## src/rtl/bp_update_queue_if.sv

```systemverilog
// Branch-resolution enqueue and predictor-update dequeue handshakes for bp_update_queue.
interface bp_update_queue_if #(
    parameter int PC_W = 10
);
    logic            in_valid;
    logic [PC_W-1:0] in_pc;
    logic            in_taken;
    logic            in_pred;
    logic            in_ready;
    logic            upd_valid;
    logic [PC_W-1:0] upd_pc;
    logic            upd_taken;
    logic            upd_ready;

    modport slave (
        input  in_valid, in_pc, in_taken, in_pred, upd_ready,
        output in_ready, upd_valid, upd_pc, upd_taken
    );

    modport master (
        output in_valid, in_pc, in_taken, in_pred, upd_ready,
        input  in_ready, upd_valid, upd_pc, upd_taken
    );
endinterface

```

## src/rtl/bp_update_queue.sv

```systemverilog
// FIFO of resolved branches feeding the predictor update port, with mispredict pulse.
// Optional saturating branch/miss counters are enabled by defining BP_UPDATE_STATS_EN.
module bp_update_queue #(
    parameter int PC_W  = 10,
    parameter int DEPTH = 4
) (
    input  logic                     clk,
    input  logic                     rst,
    bp_update_queue_if.slave         bus,
    input  logic                     stats_clr,
    output logic                     mispredict,
    output logic [$clog2(DEPTH):0]   occupancy,
    output logic [15:0]              branch_cnt,
    output logic [15:0]              miss_cnt
);
    localparam int AW = $clog2(DEPTH);
    localparam logic [AW:0] FULL = (AW+1)'(DEPTH);

    logic [PC_W:0]   mem_q [DEPTH];
    logic [AW-1:0]   wr_ptr_q, wr_ptr_d;
    logic [AW-1:0]   rd_ptr_q, rd_ptr_d;
    logic [AW:0]     count_q, count_d;
    logic            mispredict_q, mispredict_d;
    logic            push, pop, miss;

    assign bus.in_ready  = (count_q != FULL);
    assign bus.upd_valid = (count_q != '0);
    assign {bus.upd_taken, bus.upd_pc} = mem_q[rd_ptr_q];
    assign occupancy  = count_q;
    assign mispredict = mispredict_q;

    assign push = bus.in_valid && bus.in_ready;
    assign pop  = bus.upd_valid && bus.upd_ready;
    assign miss = bus.in_pred != bus.in_taken;

    always_comb begin
        wr_ptr_d     = wr_ptr_q;
        rd_ptr_d     = rd_ptr_q;
        count_d      = count_q;
        mispredict_d = push && miss;
        if (push) wr_ptr_d = wr_ptr_q + AW'(1);
        if (pop)  rd_ptr_d = rd_ptr_q + AW'(1);
        case ({push, pop})
            2'b10:   count_d = count_q + (AW+1)'(1);
            2'b01:   count_d = count_q - (AW+1)'(1);
            default: count_d = count_q;
        endcase
    end

    always_ff @(posedge clk or posedge rst) begin
        if (rst) begin
            wr_ptr_q     <= '0;
            rd_ptr_q     <= '0;
            count_q      <= '0;
            mispredict_q <= 1'b0;
        end else begin
            wr_ptr_q     <= wr_ptr_d;
            rd_ptr_q     <= rd_ptr_d;
            count_q      <= count_d;
            mispredict_q <= mispredict_d;
        end
    end

    // Storage is deliberately left unreset; upd_* payload is only meaningful with upd_valid.
    always_ff @(posedge clk) begin
        if (push) mem_q[wr_ptr_q] <= {bus.in_taken, bus.in_pc};
    end

`ifdef BP_UPDATE_STATS_EN
    logic [15:0] branch_q, branch_d;
    logic [15:0] miss_q, miss_d;

    always_comb begin
        branch_d = branch_q;
        miss_d   = miss_q;
        if (stats_clr) begin
            branch_d = '0;
            miss_d   = '0;
        end else if (push) begin
            if (branch_q != '1)     branch_d = branch_q + 16'd1;
            if (miss && miss_q != '1) miss_d = miss_q + 16'd1;
        end
    end

    always_ff @(posedge clk or posedge rst) begin
        if (rst) begin
            branch_q <= '0;
            miss_q   <= '0;
        end else begin
            branch_q <= branch_d;
            miss_q   <= miss_d;
        end
    end

    assign branch_cnt = branch_q;
    assign miss_cnt   = miss_q;
`else
    logic unused_stats_clr;
    assign unused_stats_clr = stats_clr;
    assign branch_cnt = '0;
    assign miss_cnt   = '0;
`endif
endmodule
```

## src/flat_wrapper.sv

```systemverilog
// flat-port wrapper written by rule: the top's interface ports become plain ports
module bp_update_queue_flat 
#(
    parameter int PC_W  = 10,
    parameter int DEPTH = 4
)
  (clk, rst, stats_clr, mispredict, occupancy, branch_cnt, miss_cnt, bus_in_valid, bus_in_pc, bus_in_taken, bus_in_pred, bus_upd_ready, bus_in_ready, bus_upd_valid, bus_upd_pc, bus_upd_taken);
  bp_update_queue_if #(.PC_W(PC_W)) bus_i ();
  input  logic clk;
  input  logic rst;
  input  logic stats_clr;
  output logic mispredict;
  output logic [$clog2(DEPTH):0] occupancy;
  output logic [15:0] branch_cnt;
  output logic [15:0] miss_cnt;
  input wire logic [$bits(bus_i.in_valid)-1:0] bus_in_valid;
  input wire logic [$bits(bus_i.in_pc)-1:0] bus_in_pc;
  input wire logic [$bits(bus_i.in_taken)-1:0] bus_in_taken;
  input wire logic [$bits(bus_i.in_pred)-1:0] bus_in_pred;
  input wire logic [$bits(bus_i.upd_ready)-1:0] bus_upd_ready;
  output wire logic [$bits(bus_i.in_ready)-1:0] bus_in_ready;
  output wire logic [$bits(bus_i.upd_valid)-1:0] bus_upd_valid;
  output wire logic [$bits(bus_i.upd_pc)-1:0] bus_upd_pc;
  output wire logic [$bits(bus_i.upd_taken)-1:0] bus_upd_taken;
  assign bus_i.in_valid = bus_in_valid;
  assign bus_i.in_pc = bus_in_pc;
  assign bus_i.in_taken = bus_in_taken;
  assign bus_i.in_pred = bus_in_pred;
  assign bus_i.upd_ready = bus_upd_ready;
  assign bus_in_ready = bus_i.in_ready;
  assign bus_upd_valid = bus_i.upd_valid;
  assign bus_upd_pc = bus_i.upd_pc;
  assign bus_upd_taken = bus_i.upd_taken;
  bp_update_queue #(.PC_W(PC_W), .DEPTH(DEPTH)) u_core (.clk(clk), .rst(rst), .bus(bus_i), .stats_clr(stats_clr), .mispredict(mispredict), .occupancy(occupancy), .branch_cnt(branch_cnt), .miss_cnt(miss_cnt));
endmodule
```

## config.mk

```make
export PLATFORM = sky130hd
export DESIGN_NAME = bp_update_queue_flat
export DESIGN_NICKNAME = d
export VERILOG_FILES = /design/src/rtl/bp_update_queue_if.sv /design/src/rtl/bp_update_queue.sv /design/src/flat_wrapper.sv
export SDC_FILE = /design/constraint.sdc
export NUM_CORES = 1
export LEC_CHECK = 0
export CAP_MARGIN = 20
export CORE_MARGIN = 2
export CORE_UTILIZATION = 44
export CTS_BUF_LIST = sky130_fd_sc_hd__clkbuf_4
export DETAILED_ROUTE_END_ITERATION = 8
export PLACE_DENSITY = 0.84
export SETUP_SLACK_MARGIN = 0.15
export SYNTH_ARGS = -nofsm -noshare
export SYNTH_HDL_FRONTEND = slang
export SYNTH_SLANG_ARGS = --single-unit
```

## constraint.sdc

```tcl
create_clock -name clk -period 2 [get_ports clk]
set_input_delay 0.4 -clock clk [delete_from_list [all_inputs] [get_ports clk]]
set_output_delay 0.4 -clock clk [all_outputs]
set_load 0.05 [all_outputs]
```

==> results.cfg, run 1 <==
[run_status]
status = complete, but fails checks
violations = setup timing

[clock_tree]
cts-root-buf = clkbuf_4
clk_path_buf_depth = 2
insertion_delay_ps = 360
h-tree-depth = 2
cts_sinks = 52
cts.reportedPaths.clkPinSlew_ps = 140
cts_buffers = 5
cts_tree = built

[cells_and_area]
n_antenna_cell = 0
nets = 206
n_fill_cell = 395
area_delta_synth_final_pct = 22.5
final_util = 0.555
ff_latch_area_sq_um = 1530
layout-drive-gt1-share = 0.370
multi_input_area_sq_um = 642

[yosys]
synthSimpleGateAreaFrac = 0.0299
synth_xor_area_frac = 0.0267
synth.area.top_cells = edfxtp_1 57%, buf_4 11%, mux4_2 11%, dfrtp_1 8.7%, ha_1 2.7%
ys.warnings.count = 0
yosys.area.top_type = edfxtp_1
yosysMostFrequentCell = edfxtp_1
synth_flop_cell = edfxtp_1
avgSynthCellArea_sq_um = 17.6
synth_edf_count = 44
synthArstFlopShare = 0.154
ys_seq_elements = 52
synth_compound_area_frac = 0.00435
synth.cell_area_sq_um = 2300
synth_top_area_frac = 0.575
ys_seq_area_frac = 0.662
synth_mux_area_frac = 0.119
ys_types = 20
synth_top_family_by_area = buffers and inverters
synthAdderAreaFrac = 0.0359
netlist_top_cells_count = 44 x edfxtp_1, 33 x buf_4, 11 x mux4_2
synthCells = 131

[floorplan]
dieArea_sq_um = 5820
die_h_um = 76.3
initial_core_util = 0.453
pin_count = 66
num_rows = 26
fp.coreArea_sq_um = 5070
fp.dieW_um = 76.3

[critical_path]
critPathKind = flip-flop to flip-flop
end_kind = flip-flop
r2r-start = u_core.occupancy[1]$_DFFE_PP0P_
regToRegSetupSlack_ps = -60
critical_path.max_stage_delay_ps = 430
critical-path-slowest-cell = dfrtp_2
worst-r2r-cell-count = 9
path_cells = or3b_4, and2_4, inv_4, ha_4, inv_2, fa_2, xor2_1, nor2_1, xor2_1
cp-start-kind = flip-flop
crit_arrival_ps = 2340
cpMostUsedCell = xor2_1
required_ps = 2290
reg2reg_to = u_core.occupancy[2]$_DFFE_PP0P_
path_max_fanout = 2

[sta]
finalHoldViolations = 0
drv_slew = 0
setup_viol = 12
fmax_mhz = 486
fin_ws_ps = -58.6
setup_tns_ps = -379
post-route-period-util = 1.03
finalCriticalPeriod_ps = 2060
clock_skew_ps = 10.5
rsz0062_at_grt = yes

[power]
switching_share = 0.417
leakage_nw = 1.11
power_density_nw_per_um2 = 1590
intPower_mw = 2.61
p_clk_frac = 0.102
combPwrFrac = 0.543
ir_drop_mv = 0.823
power.sequential.fraction = 0.356
power.switching_mw = 1.86

[route]
drtIter0Drc = 11
first_pass_iters = 2
ant_nets = 0
vias = 1091
routed_via_density = 4.30
drc_errors = 0
routed_wl_um = 3180
post_drt_wl_per_cell_um = 12.5

[job]
maxCapViolCount = 0

[global_route]
grt_pass1_vias = 1059
grt_pass1_wl_um = 5030
antenna_found_initial = 0
grt_usage = 0.113
grt_overflow_total = 0
grt_max_degree = 18

[placed_design]
hpwl_um = 2310
gp_congestion = 0.688
pre_cts_ws_ps = -92.9
portBuffers = 32

[min_path]
min_path_type = primary input to async pin
per-stage QoR:
step | cell area [sq um] | power (mW) | hold WS [ps] | cells
global placement | 2630 | 3.75 | 553 | 240
finish | 2820 | 4.47 | 270 | 254
detailed placement | 2630 | 3.80 | 571 | 240
CTS | 2780 | 4.46 | 273 | 250
global route | 2820 | 4.70 | 292 | 254
floorplan | 2430 | 3.22 | 215 | 162
critical path, delay by kind of cell, from the launching register on:
kind,cells,cell delay (ps)
simple gates,3,700
flops,1,430
fa+ha+maj,2,450
buf+inv,2,90
xor+xnor,2,310
logic make-up (layout without fill, tap and decap cells):
logic type,after synthesis,count (layout)
AOI/OAI and AO/OA,1,1
xor gates and xnor gates,7,7
adders and majority gates,6,6
buffers and inverters,41,63
DFF,52,52
muxes,13,13
other,1,32
and+or+nand+nor,10,10
repair_timing:
item,in CTS,in global routing
endpoints found under the setup margin,17,15
buffers inserted,2,4
hold buffers,0,0
gates resized for setup,25,3
pin swaps,4,4
registers in the layout (all words and copies together), names as in the netlist:
signal / flops
u_core.mem_q: 44
u_core.mispredict: 1
u_core.occupancy: 3
u_core.rd_ptr_q: 2
u_core.wr_ptr_q: 2
cell type report:
| type | instances | area share |
|---|---|---|
| well taps | 70 | 0.0311 |
| clock buffers | 5 | 0.0133 |
| clock inverters | 3 | 0.00800 |
| flip-flops and latches | 52 | 0.542 |
| multi-input cells | 69 | 0.228 |
| inverters | 7 | 0.0102 |
| repair buffers | 48 | 0.167 |
layout by cell type (no fill, tap or decap), types with 3 or more instances in the layout:
cell type / count
and3_2: 4
buf_6: 16
edfxtp_1: 44
clkbuf_4: 5
xnor2_1: 4
dfrtp_2: 4
dfrtp_1: 4
buf_4: 13
inv_1: 5
ha_1: 4
xor2_1: 3
mux4_2: 11
conb_1: 32
clkdlybuf4s50_1: 15
worst max path at each step:
| stage | start | endpoint | slack, ps | depth (start not counted) |
|---|---|---|---|---|
| floorplan | u_core.occupancy[2]$_DFFE_PP0P_ | u_core.occupancy[2]$_DFFE_PP0P_ | -260 | 9 |
| global placement | bus_in_valid | u_core.occupancy[2]$_DFFE_PP0P_ | -20 | 9 |
| detailed placement | bus_in_valid | u_core.occupancy[2]$_DFFE_PP0P_ | -90 | 9 |
| CTS | u_core.rd_ptr_q[0]$_DFFE_PP0P_ | bus_upd_pc[7] | -60 | 3 |
| global route | u_core.occupancy[1]$_DFFE_PP0P_ | u_core.occupancy[2]$_DFFE_PP0P_ | -160 | 9 |
| finish | u_core.occupancy[1]$_DFFE_PP0P_ | u_core.occupancy[2]$_DFFE_PP0P_ | -60 | 9 |
layer usage:
layer  global-route usage  routed length [um]  vias to the layer above
li1                     -                   -                      516
met1                0.126                1240                      529
met2                0.202                1730                       42
met3               0.0296                 160                        4
met4               0.0491                  42                        0
met5                    0                   0                        -
power groups by stage:
stage | clock network [mW] | registers, mW | logic [mW]
after floorplan | 0 | 1.70 | 1.52
after global placement | 0 | 1.60 | 2.15
after detailed placement | 0 | 1.61 | 2.19
after CTS | 0.470 | 1.60 | 2.40
after global routing | 0.506 | 1.62 | 2.57
final | 0.455 | 1.59 | 2.43
(Power assumes the default switching activity.)
==> inputs of run 2 (changes only) <==
--- a/config.mk
+++ b/config.mk
@@ -9,7 +9,9 @@
 export CORE_MARGIN = 2
 export CORE_UTILIZATION = 44
 export CTS_BUF_LIST = sky130_fd_sc_hd__clkbuf_4
+export CTS_CLUSTER_DIAMETER = 200
 export DETAILED_ROUTE_END_ITERATION = 8
+export HOLD_SLACK_MARGIN = 0.15
 export PLACE_DENSITY = 0.84
 export SETUP_SLACK_MARGIN = 0.15
 export SYNTH_ARGS = -nofsm -noshare
==> results of run 2 <==
The final DEF is identical to that of run 1; final timing and power are the same.
==> inputs of run 3 (changes only) <==
--- a/config.mk
+++ b/config.mk
@@ -5,7 +5,6 @@
 export SDC_FILE = /design/constraint.sdc
 export NUM_CORES = 1
 export LEC_CHECK = 0
-export CAP_MARGIN = 20
 export CORE_MARGIN = 2
 export CORE_UTILIZATION = 44
 export CTS_BUF_LIST = sky130_fd_sc_hd__clkbuf_4
==> results of run 3 <==
The final DEF is identical to that of run 1; final timing and power are the same.
